[src/rtl/multicycle_controller.sv]
// Sequencing FSM for the multi-cycle MIPS datapath: decodes the IR opcode/func and
// drives all datapath selects and strobes, one instruction at a time.
module multicycle_controller #(
   parameter int CNT_W = 32
) (
   input  logic             clk,
   input  logic             rst_n,
   input  logic [5:0]       opcode,
   input  logic [5:0]       func,
   input  logic             Zero,
   input  logic             mem_ready,
   output logic             PCWrite,
   output logic             IorD,
   output logic             IRWrite,
   output logic             MemRead,
   output logic             MemWrite,
   output logic             MemToReg,
   output logic             RegWrite,
   output logic [1:0]       RegDst,
   output logic [1:0]       WriteData_sel,
   output logic             ALUSrcA,
   output logic [1:0]       ALUSrcB,
   output logic [2:0]       ALUoperation,
   output logic [1:0]       PCSrc,
   output logic             illegal,
   output logic [CNT_W-1:0] retired
);

   typedef enum logic [3:0] {
      S_IF, S_ID, S_EX_R, S_WB_R, S_EX_I, S_WB_I, S_MEM_ADR,
      S_MEM_RD, S_MEM_WB, S_MEM_WR, S_BR, S_JMP, S_JAL, S_JR
   } state_t;

   localparam logic [5:0] OP_RTYPE = 6'b000000;
   localparam logic [5:0] OP_ADDI  = 6'b001000;
   localparam logic [5:0] OP_SLTI  = 6'b001010;
   localparam logic [5:0] OP_LW    = 6'b100011;
   localparam logic [5:0] OP_SW    = 6'b101011;
   localparam logic [5:0] OP_BEQ   = 6'b000100;
   localparam logic [5:0] OP_BNE   = 6'b000101;
   localparam logic [5:0] OP_J     = 6'b000010;
   localparam logic [5:0] OP_JAL   = 6'b000011;
   localparam logic [5:0] FN_JR    = 6'b001000;

   localparam logic [2:0] ALU_ADD = 3'b010;
   localparam logic [2:0] ALU_SUB = 3'b110;
   localparam logic [2:0] ALU_AND = 3'b000;
   localparam logic [2:0] ALU_OR  = 3'b001;
   localparam logic [2:0] ALU_SLT = 3'b111;
   localparam logic [2:0] ALU_UNK = 3'b101;

   state_t state, next_state;
   logic   retire;

   function automatic logic [2:0] alu_from_func(input logic [5:0] f);
      case (f)
         6'b100000: alu_from_func = ALU_ADD;
         6'b100010: alu_from_func = ALU_SUB;
         6'b100100: alu_from_func = ALU_AND;
         6'b100101: alu_from_func = ALU_OR;
         6'b101010: alu_from_func = ALU_SLT;
         default:   alu_from_func = ALU_UNK;
      endcase
   endfunction

   always_ff @(posedge clk or negedge rst_n) begin
      if (!rst_n) begin
         state   <= S_IF;
         retired <= '0;
      end else begin
         state <= next_state;
         if (retire)
            retired <= retired + CNT_W'(1);
      end
   end

   // Everything stays at its default while rst_n is low, so strobes drop immediately
   always_comb begin
      next_state    = state;
      retire        = 1'b0;
      PCWrite       = 1'b0;
      IorD          = 1'b0;
      IRWrite       = 1'b0;
      MemRead       = 1'b0;
      MemWrite      = 1'b0;
      MemToReg      = 1'b0;
      RegWrite      = 1'b0;
      RegDst        = 2'b00;
      WriteData_sel = 2'b00;
      ALUSrcA       = 1'b0;
      ALUSrcB       = 2'b00;
      ALUoperation  = 3'b000;
      PCSrc         = 2'b00;
      illegal       = 1'b0;
      if (rst_n) begin
         case (state)
            S_IF: begin
               MemRead      = 1'b1;
               ALUSrcB      = 2'b01;
               ALUoperation = ALU_ADD;
               if (mem_ready) begin
                  IRWrite    = 1'b1;
                  PCWrite    = 1'b1;
                  next_state = S_ID;
               end
            end
            S_ID: begin
               ALUSrcB      = 2'b11;
               ALUoperation = ALU_ADD;
               case (opcode)
                  OP_RTYPE:       next_state = (func == FN_JR) ? S_JR : S_EX_R;
                  OP_ADDI, OP_SLTI: next_state = S_EX_I;
                  OP_LW, OP_SW:   next_state = S_MEM_ADR;
                  OP_BEQ, OP_BNE: next_state = S_BR;
                  OP_J:           next_state = S_JMP;
                  OP_JAL:         next_state = S_JAL;
                  default: begin
                     illegal    = 1'b1;
                     next_state = S_IF;
                  end
               endcase
            end
            S_EX_R: begin
               ALUSrcA      = 1'b1;
               ALUoperation = alu_from_func(func);
               next_state   = S_WB_R;
            end
            S_WB_R: begin
               RegDst     = 2'b01;
               RegWrite   = 1'b1;
               retire     = 1'b1;
               next_state = S_IF;
            end
            S_EX_I: begin
               ALUSrcA      = 1'b1;
               ALUSrcB      = 2'b10;
               ALUoperation = (opcode == OP_SLTI) ? ALU_SLT : ALU_ADD;
               next_state   = S_WB_I;
            end
            S_WB_I: begin
               RegWrite   = 1'b1;
               retire     = 1'b1;
               next_state = S_IF;
            end
            S_MEM_ADR: begin
               ALUSrcA      = 1'b1;
               ALUSrcB      = 2'b10;
               ALUoperation = ALU_ADD;
               next_state   = (opcode == OP_LW) ? S_MEM_RD : S_MEM_WR;
            end
            S_MEM_RD: begin
               IorD    = 1'b1;
               MemRead = 1'b1;
               if (mem_ready)
                  next_state = S_MEM_WB;
            end
            S_MEM_WB: begin
               MemToReg   = 1'b1;
               RegWrite   = 1'b1;
               retire     = 1'b1;
               next_state = S_IF;
            end
            S_MEM_WR: begin
               IorD     = 1'b1;
               MemWrite = 1'b1;
               if (mem_ready) begin
                  retire     = 1'b1;
                  next_state = S_IF;
               end
            end
            S_BR: begin
               ALUSrcA      = 1'b1;
               ALUoperation = ALU_SUB;
               PCSrc        = 2'b01;
               PCWrite      = (opcode == OP_BNE) ? ~Zero : Zero;
               retire       = 1'b1;
               next_state   = S_IF;
            end
            S_JMP: begin
               PCSrc      = 2'b10;
               PCWrite    = 1'b1;
               retire     = 1'b1;
               next_state = S_IF;
            end
            S_JAL: begin
               PCSrc         = 2'b10;
               PCWrite       = 1'b1;
               RegDst        = 2'b10;
               WriteData_sel = 2'b01;
               RegWrite      = 1'b1;
               retire        = 1'b1;
               next_state    = S_IF;
            end
            S_JR: begin
               PCSrc      = 2'b11;
               PCWrite    = 1'b1;
               retire     = 1'b1;
               next_state = S_IF;
            end
            default: next_state = S_IF;
         endcase
      end
   end

endmodule

[config.mk]
export PLATFORM = sky130hd
export DESIGN_NAME = multicycle_controller
export DESIGN_NICKNAME = d
export VERILOG_FILES = /design/src/rtl/multicycle_controller.sv
export SDC_FILE = /design/constraint.sdc
export NUM_CORES = 1
export LEC_CHECK = 0
export ABC_AREA = 1
export BUFFER_PORTS_ARGS = -buffer_cell sky130_fd_sc_hd__buf_2
export CORE_MARGIN = 4
export CORE_UTILIZATION = 35
export DETAILED_ROUTE_END_ITERATION = 6
export PLACE_DENSITY = 0.66
export SETUP_SLACK_MARGIN = 0.3
export SLEW_MARGIN = 20
export SYNTH_ARGS = -nofsm -noshare
export SYNTH_HDL_FRONTEND = slang
export SYNTH_SLANG_ARGS = --single-unit
[constraint.sdc]
create_clock -name clk -period 1.55 [get_ports clk]
set_clock_uncertainty 0.05 [all_clocks]
set_input_delay 0.31 -clock clk [delete_from_list [all_inputs] [get_ports clk]]
set_output_delay 0.31 -clock clk [all_outputs]
set_load 0.005 [all_outputs]
==> results of run 1 <==
## worst max-delay path, delay by kind of cell (launching register included)
family | cells | cell delay [ns]
AOI/OAI and AO/OA | 2 | 0.28
buffers and inverters | 4 | 0.55
DFF | 1 | 0.45
and+or+nand+nor | 1 | 0.13
## final timing paths
check	end	start	depth (start not counted)	slack, ns
worst max-delay path	PCWrite	state[3]	7	-0.51
min in group clk	retired[31]	retired[31]	2	0.48
worst max register to register	retired[18]	state[0]	12	-0.37
max in group asynchronous	retired[20]	rst_n	3	0.74
worst min-delay path	retired[1]	rst_n	3	0.15
worst min register to register	retired[31]	retired[31]	2	0.48
## routing by layer
metal	vias up	global-route usage [%]
li1	1788	-
met1	1732	25.1
met2	122	37.4
met3	30	3.29
met4	0	5.99
met5	-	0
## logic make-up after synthesis
kind of cell	share of synthesized area, %
other	0.132
AND/OR/NAND/NOR	43.0
buffers and inverters	8.69
XOR/XNOR	6.15
adder cells (fa/ha/maj)	0.439
flip-flops	31.6
AO/OA/AOI/OAI	10.0
## timing repair
action / CTS / global route
cloned: 5 / 1
resized for setup: 66 / 117
endpoints found under the setup margin: 75 / 81
hold buffers: 1 / 0
buffers inserted: 28 / 18
pin swaps: 19 / 27
hold endpoints to repair: 15 / 0
## state kept, by name (all words and copies together) (netlist names)
register	count
state	4
retired	32
## metrics by stage
stage          setup WS [ns]  std cells  area (sq um)  util, %
2_1_floorplan         0.0461        464          2930        -
3_3_place_gp         -0.0945        673          3710     47.6
3_5_place_dp          -0.124        673          3710     47.6
4_1_cts               -0.388        715          4410     56.4
5_1_grt               -0.558        734          4960     63.5
6_report              -0.506        734          4960     63.5
## final cells by class
type	instances	area share (%)
Sequential cell	36	18.5
Clock inverter	2	0.202
Tap cell	102	2.57
Inverter	46	3.58
Timing Repair Buffer	169	30.1
Clock buffer	6	1.67
Multi-Input combinational cell	373	43.3
## power by group through the flow
stage | clock (W) | combinational [W] | sequential, W
global placement | 0 | 0.00198 | 0.00145
floorplan | 0 | 0.00110 | 0.00144
CTS | 0.000738 | 0.00280 | 0.00144
global route | 0.000774 | 0.00399 | 0.00152
detailed placement | 0 | 0.00202 | 0.00146
finish | 0.000710 | 0.00371 | 0.00150
## placed cells by master (no fill, tap or decap), drive strengths merged, types with 3 or more instances in the layout
cell type  instances
nand2            185
buf              167
nor2              89
inv               45
dfrtp             36
o21ai             24
nand3             22
xor2              12
a21oi             11
xnor2              8
clkbuf             7
a31oi              4
nor3               4
nand3b             3
clkinv             3
==> results.tsv, run 1 <==
metric	value	unit
Tmin final	2.06	ns
largest net degree at the start of global routing	22	
DR WL/cell	14.9	microns
pwr dens	1190	mW/mm^2
CTS H-tree lvls	2	
total grt overflow	0	
Port-buffer cells	66	
WP data required	1.19	ns
initial antenna violation count	0	
CTS tree	yes	
yosys warns	0	
Die ar.	0.00965	sq mm
CP startpoint kind	register	
final setup fails	55	
number of enable flip-flop cells after synthesis	0	
CP max FO	4	
f_max	486	MHz
synthesized instance count	464	
type of the tightest min-delay check	primary input to asynchronous set/reset pin	
final worst-path cycle share	133	%
vias in the first global route	3524	
Net Sw Power	0.00247	W
FF+latch area	920	sq um
total number of vias	3672	
CP Capture Type	output pin	
Final Hold Viols	0	
GPL Wtd Cong	0.914	
GRT Util Overall	20.6	%
most area-hungry cell type in the Yosys netlist	dfrtp_1	
share of layout cells above drive strength 1	47.9	%
Netlist cell types	30	
Clk pwr share	12.0	%
total clock sinks	36	
placement row count	32	
crit path cell chain	buf_6 -> nor2_4 -> buf_6 -> buf_6 -> a31oi_1 -> a21oi_1 -> buf_2	
failing checks	setup timing	
Worst EP arrival	1.70	ns
register share of total power	25.3	%
asr flop ratio synth	100	%
die height	98.2	microns
Synth area leaders	dfrtp_1, nand2_1, nor2_1	
peak supply drop	0.000580	V
Syn Nets	481	
CP most frequent cell	buf_6	
n_diodes	0	
met2 wire len	5690	microns
Routed Wire Length	10900	microns
core area	0.00781	sq mm
Seq/Total Area, Yosys	31.6	%
max-slew violation count	0	
CTS buffer count	5	
antenna viol nets, final	0	
Layout fillers	617	
area of the multi-input gates	0.00215	sq mm
M1 wire length	4380	microns
Worst path max stage delay	0.45	ns
Sw Share	41.8	%
I/O pins	68	
clk buf depth	2	
DP Wirelength	6520	microns
syn_area_per_cell	6.14	sq um
# Max-Cap Violations	0	
Post-synth top cells	nand2_1, nor2_1, inv_1	
Mapped Area	0.00285	sq mm
CP max-delay cell	dfrtp_2	
internal power	0.00344	W
top cell type's share of synthesized area	31.6	%
static leakage	2.59	nW
run status	finished with violations	
DRC violations left	0	
fin nets	648	
setup TNS	-17.82	ns
Top Metal Used	met4	
root buf cell	clkbuf_8	
final setup margin	-0.506	ns
Comb power frac	62.7	%
RSZ-0062 raised after global routing	true	
Die X	98.2	microns
area grow syn2layout	74.0	%
Pre-antenna DRT Iters	5	
Worst-path clk slew	0.08	ns
Vias/cell	5.00	
total power draw	0.00592	W
Initial Util	36.5	%
Skew-Pair Late Insertion Delay	0.29	ns
detailed router's first-iteration violation count	214	
Yosys reg bits	36	
Crit Path Category	register to output pin	
prevailing post-synth register cell	dfrtp_1	
most common cell in the netlist	nand2_1	
first-pass GRT wire length	16700	microns
met3 routed WL	524	microns
Hold Slack	0.154	ns
(Power assumes the default switching activity.)
==> run 2, diff against run 1 <==
==> constraint.sdc (replaced) <==
create_clock -name clk -period 1.8 [get_ports clk]
set_clock_uncertainty 0.05 [all_clocks]
set_input_delay 0.36 -clock clk [delete_from_list [all_inputs] [get_ports clk]]
set_output_delay 0.36 -clock clk [all_outputs]
set_load 0.005 [all_outputs]
==> run 2 against run 1 <==
Against the previous run:
- the run still ends with setup timing left
- first-iteration DRC count down 31%
- register-to-register slack improved by 0.39 ns
- largest cell class unchanged
- worst setup slack better by 0.33 ns
- die area unchanged
- clock power increased by 12%
- largest power group unchanged
- hold slack got worse by 0.015 ns
- global-route usage fell by 3.3 points
- count of clock-buffer cells in the layout is 1 higher
- critical endpoint is now ALUoperation[2]
- total power shrank 32%
- sequential share of layout area rose by 5.0 points
- highest routed layer unchanged
- sequential power is 14% lower
==> results.tsv, run 2 (synthesis gave the netlist of run 1 again) <==
metric	value	unit	change
run status	finished with violations		
failing checks	setup timing		
CP startpoint kind	register		
peak supply drop	0.000435	V	-25%
Vias/cell	4.83		-3.4%
max-slew violation count	0		unchanged
Initial Util	36.5	%	unchanged
biggest registers after layout	retired x32, state x4		
Clk pwr share	19.8	%	+7.8 points
clk buf depth	2		unchanged
crit path from	state[2]		
vias in the first global route	3087		-12%
register share of total power	31.9	%	+6.6 points
final worst-path cycle share	110	%	
CTS tree	yes		
WP data required	1.39	ns	+0.20 ns
n_diodes	0		unchanged
CTS buffer count	5		unchanged
Layout fillers	771		+25%
pre-CTS WS	0.0699	ns	+0.194 ns
detailed router's first-iteration violation count	148		-31%
CTS Hold Bufs	0		-1
die height	98.2	microns	unchanged
GRT Util Overall	17.3	%	-3.3 points
root buf cell	clkbuf_8		
largest net degree at the start of global routing	37		+68%
f_max	506	MHz	
r2r setup slk	0.02	ns	+0.39 ns
worst reg2reg startpoint	state[2]		
antenna viol nets, final	0		unchanged
Comb power frac	48.3	%	-14 points
Worst-path clk slew	0.08	ns	about the same
Crit Path Category	register to output pin		
Port-buffer cells	66		unchanged
core area	0.00781	sq mm	unchanged
Reg with most FFs	retired		
Pre-antenna DRT Iters	4		-1
Tmin final	1.98	ns	
I/O pins	68		unchanged
Net Sw Power	0.00161	W	-35%
total number of vias	3200		-13%
share of layout cells above drive strength 1	29.1	%	-19 points
static leakage	1.96	nW	-24%
GPL Wtd Cong	0.945		+3.3%
pwr dens	1050	mW/mm^2	-12%
final setup fails	14		-75%
internal power	0.00242	W	-30%
worst r2r dst	retired[23]		
worst setup path end	ALUoperation[2]		
commonest non-fill, non-tap cell in the layout	nand2_1		
setup TNS	-1.41	ns	+16.41 ns
first-pass GRT wire length	14100	microns	-15%
Sw Share	39.9	%	-1.8 points
CTS H-tree lvls	2		unchanged
DP Wirelength	5970	microns	-8.4%
DR WL/cell	12.7	microns	-15%
Worst EP arrival	1.57	ns	-0.13 ns
placement row count	32		unchanged
total clock sinks	36		unchanged
Skew-Pair Late Insertion Delay	0.29	ns	about the same
total grt overflow	0		unchanged
fin nets	576		-11%
CP Capture Type	output pin		
RSZ-0062 raised after global routing	true		
Routed Wire Length	8390	microns	-23%
CP max FO	5		+1
type of the tightest min-delay check	primary input to asynchronous set/reset pin		
max FFs per register	32		unchanged
area grow syn2layout	35.2	%	
Reg2Reg Depth	9		-3
Die X	98.2	microns	unchanged
DRC violations left	0		unchanged
most frequent cells in the layout	nand2_1, nor2_1, buf_2		
Die ar.	0.00965	sq mm	unchanged
initial antenna violation count	0		unchanged
final setup margin	-0.175	ns	+0.331 ns
Final Hold Viols	0		unchanged
# Max-Cap Violations	0		unchanged
## run 2: changes by cell type in the layout (fill, tap and decap cells not counted), moves of 12 or more
| cell | delta |
|---|---|
| nand2_1 | +38 |
| buf_2 | +12 |
| nand2_4 | -18 |
| buf_4 | -38 |
| nand2_2 | -19 |
| buf_6 | -39 |
## run 2: per-layer routing
| layer | track usage (%) | part of all wire (%) |
|---|---|---|
| met1 | 22.0 | 44 |
| met2 | 29.7 | 49 |
| met3 | 3.29 | 4.9 |
| met4 | 5.46 | 2.1 |
| met5 | 0 | 0 |
## run 2: layout make-up
cell class	count	area, sq um	share of cell area (%)
multi-input cells	373	1840	47.6
clock buffers	7	96.3	2.50
repair buffers	97	683	17.7
well taps	102	128	3.31
inverters	46	173	4.48
clock inverters	1	30.0	0.779
flip-flops and latches	36	907	23.5
## run 2: repair_timing
item                                    CTS  global route
resized for setup                        23            22
pin swaps                                12             7
cloned                                    3             0
endpoints found under the setup margin   54            55
buffers inserted                         12             5
## run 2: critical path, stage by stage, from the launching register on
cell and delay [ns]:
dfrtp_2 0.47, inv_2 0.06, nor2_2 0.14, inv_2 0.07, nor2_4 0.11, nand4_1 0.11
a31oi_1 0.18, buf_2 0.13
## run 2: how the worst min path moves through the flow
| stage | from | to | slack, ns |
|---|---|---|---|
| after detailed placement | retired[31] | retired[31] | 0.47 |
| after global routing | rst_n | retired[1] | 0.21 |
| after floorplan | rst_n | retired[0] | 0.01 |
| after CTS | rst_n | retired[2] | 0.17 |
| after global placement | retired[31] | retired[31] | 0.46 |
| final | rst_n | retired[2] | 0.14 |
## run 2: through the flow
| stage | hold slack (ns) | utilization, % | cell area, sq um | std cells | total power, W |
|---|---|---|---|---|---|
| 3_5_place_dp | 0.469 | 43.4 | 3390 | 634 | 0.00271 |
| 3_3_place_gp | 0.456 | 43.4 | 3390 | 634 | 0.00267 |
| 2_1_floorplan | 0.0144 | - | 2900 | 464 | 0.00214 |
| 5_1_grt | 0.206 | 49.3 | 3850 | 662 | 0.00432 |
| 4_1_cts | 0.169 | 48.0 | 3750 | 657 | 0.00385 |
| 6_report | 0.139 | 49.3 | 3850 | 662 | 0.00403 |
## run 2: power groups by stage
stage                     Combinational [W]  Clock (W)  Sequential, W
after global routing                0.00215   0.000848        0.00132
after floorplan                    0.000910          0        0.00123
final                               0.00195   0.000797        0.00129
after CTS                           0.00177   0.000806        0.00128
after detailed placement            0.00143          0        0.00128
after global placement              0.00140          0        0.00127
==> run 3, diff against run 2 <==
--- a/config.mk
+++ b/config.mk
@@ -6,11 +6,11 @@
 export NUM_CORES = 1
 export LEC_CHECK = 0
 export ABC_AREA = 1
+export ABC_CLOCK_PERIOD_IN_PS = 1800
 export BUFFER_PORTS_ARGS = -buffer_cell sky130_fd_sc_hd__buf_2
 export CORE_MARGIN = 4
 export CORE_UTILIZATION = 35
 export DETAILED_ROUTE_END_ITERATION = 6
-export PLACE_DENSITY = 0.66
 export SETUP_SLACK_MARGIN = 0.3
 export SLEW_MARGIN = 20
 export SYNTH_ARGS = -nofsm -noshare
==> run 3 against run 2 <==
Against the previous run:
- the flow still finishes with violations (setup timing)
- non-clock buffer count up 8
- largest cell class unchanged
- critical path depth unchanged
- sequential share of layout area fell by 1.7 points
- global-route usage up 1.3 points
- sequential power hardly changed
- die area stayed put
- fmax fell by 1.3%
- combinational power grew 18%
- via count increased by 1.3%
==> results.tsv, run 3 (synthesis gave the netlist of run 1 again) <==
metric	value	unit	change
final setup fails	47		+33
GPL Wtd Cong	0.873		-7.6%
Die X	98.2	microns	unchanged
CP Capture Type	output pin		
run status	finished with violations		
Non-Filler Instances	670		+1.2%
crit path from	state[1]		
f_max	500	MHz	-1.3%
Skew-Pair Late Insertion Delay	0.30	ns	about the same
GRT Util Overall	18.6	%	+1.3 points
Pre-antenna DRT Iters	4		unchanged
n_diodes	0		unchanged
max-slew violation count	0		unchanged
biggest registers after layout	retired x32, state x4		
area of the multi-input gates	0.00199	sq mm	+8.6%
area grow syn2layout	45.5	%	
Initial Util	36.5	%	unchanged
fin area	0.00415	sq mm	+7.6%
Port-buffer cells	66		unchanged
Worst EP arrival	1.59	ns	+0.02 ns
crit path cell chain	nand2_1 -> inv_1 -> nand2_1 -> o21ai_1 -> a31oi_1 -> a21oi_1 -> buf_2		
vias in the first global route	3015		-2.3%
first-pass GRT wire length	14700	microns	+4.2%
total grt overflow	0		unchanged
Routed Wire Length	9160	microns	+9.1%
I/O pins	68		unchanged
Crit Path Category	register to output pin		
placement row count	32		unchanged
worst path buffer plus inverter count	2		-1
dpl cell area	0.00341	sq mm	+0.66%
Hold Slack	0.177	ns	+0.0383 ns
DP Wirelength	6080	microns	+1.9%
CTS buffer count	5		unchanged
CTS tree	yes		
static leakage	2.14	nW	+9.2%
core area	0.00781	sq mm	unchanged
share of layout cells above drive strength 1	35.6	%	+6.5 points
commonest non-fill, non-tap cell in the layout	nand2_1		
CP most frequent cell	nand2_1		
Reg2Reg Depth	11		+2
DRC violations left	0		unchanged
total clock sinks	36		unchanged
# Max-Cap Violations	0		unchanged
Tmin final	2.00	ns	+0.0260 ns
type of the tightest min-delay check	primary input to asynchronous set/reset pin		
CP max-delay cell	dfrtp_2		
RSZ-0062 raised after global routing	true		
final setup margin	-0.201	ns	-0.0260 ns
die height	98.2	microns	unchanged
Reg with most FFs	retired		
placed cells	637		+0.47%
worst reg2reg startpoint	state[2]		
Worst-path clk slew	0.07	ns	about the same
pre-CTS WS	0.0673	ns	-0.00264 ns
DR WL/cell	13.7	microns	+7.8%
detailed router's first-iteration violation count	131		-11%
setup TNS	-3.27	ns	-1.86 ns
fin nets	584		+1.4%
initial antenna violation count	0		unchanged
most frequent cells in the layout	nand2_1, nor2_1, buf_2		
Vias/cell	4.84		+0.10%
failing checks	setup timing		
clk buf depth	2		unchanged
root buf cell	clkbuf_8		
Die ar.	0.00965	sq mm	unchanged
Worst path max stage delay	0.47	ns	about the same
final worst-path cycle share	111	%	+1.4 points
FF+latch area	906	sq um	-0.14%
CP max FO	7		+2
total number of vias	3242		+1.3%
CP startpoint kind	register		
max FFs per register	32		unchanged
Crit path depth	7		unchanged
peak supply drop	0.000401	V	-8.0%
cell family with most CP delay	flip-flops		
largest net degree at the start of global routing	37		unchanged
Final Hold Viols	0		unchanged
WP data required	1.39	ns	about the same
Layout fillers	738		-4.3%
CTS H-tree lvls	2		unchanged
CTS Hold Bufs	0		unchanged
pwr dens	1040	mW/mm^2	-0.54%
antenna viol nets, final	0		unchanged
==> run 3: changes by cell type in the layout (fill, tap and decap cells not counted), sizes merged <==
cell | before | now
clkinv | 1 | 2
bufbuf | 1 | 0
clkbuf | 7 | 8
buf | 96 | 103
==> run 3: worst paths after layout <==
path | slack (ns) | end
max in group asynchronous | 1.15 | state[1]
hold reg to reg | 0.48 | retired[31]
setup / recovery | -0.20 | PCWrite
hold / removal | 0.18 | retired[0]
min in group clk | 0.48 | state[0]
setup reg to reg | -0.10 | retired[28]
==> run 3: per-layer routing <==
metal / GRT usage [%] / vias to the layer above / share of wire [%]
li1: - / 1651 / -
met1: 25.3 / 1496 / 45
met2: 30.4 / 84 / 48
met3: 3.29 / 11 / 5.9
met4: 5.46 / 0 / 1.4
met5: 0 / - / 0
==> run 3: layout make-up <==
type | count | area share, %
tap | 102 | 3.08
multi-input combinational | 373 | 48.1
clock inverter | 2 | 0.845
sequential | 36 | 21.8
clock buffer | 6 | 1.75
timing repair buffer | 105 | 20.2
inverter | 46 | 4.22
==> run 3: report_power, final <==
part	leakage [nW]	switching (W)	total (W)	internal, W
registers	0.474	0.000305	0.00130	0.000992
clock network	0.0552	0.000297	0.000708	0.000411
logic	1.61	0.00119	0.00231	0.00112
==> run 3: metrics by stage <==
step | utilization [%] | power, W
after floorplan | - | 0.00214
after global placement | 43.7 | 0.00269
after detailed placement | 43.7 | 0.00270
after CTS | 49.8 | 0.00393
after global routing | 53.1 | 0.00462
final | 53.1 | 0.00431
==> run 3: what timing repair did <==
item / 4_1_cts / 5_1_grt
cloned: 4 / 2
endpoints found under the setup margin: 55 / 55
pin swaps: 17 / 23
buffers inserted: 17 / 2
resized for setup: 42 / 59
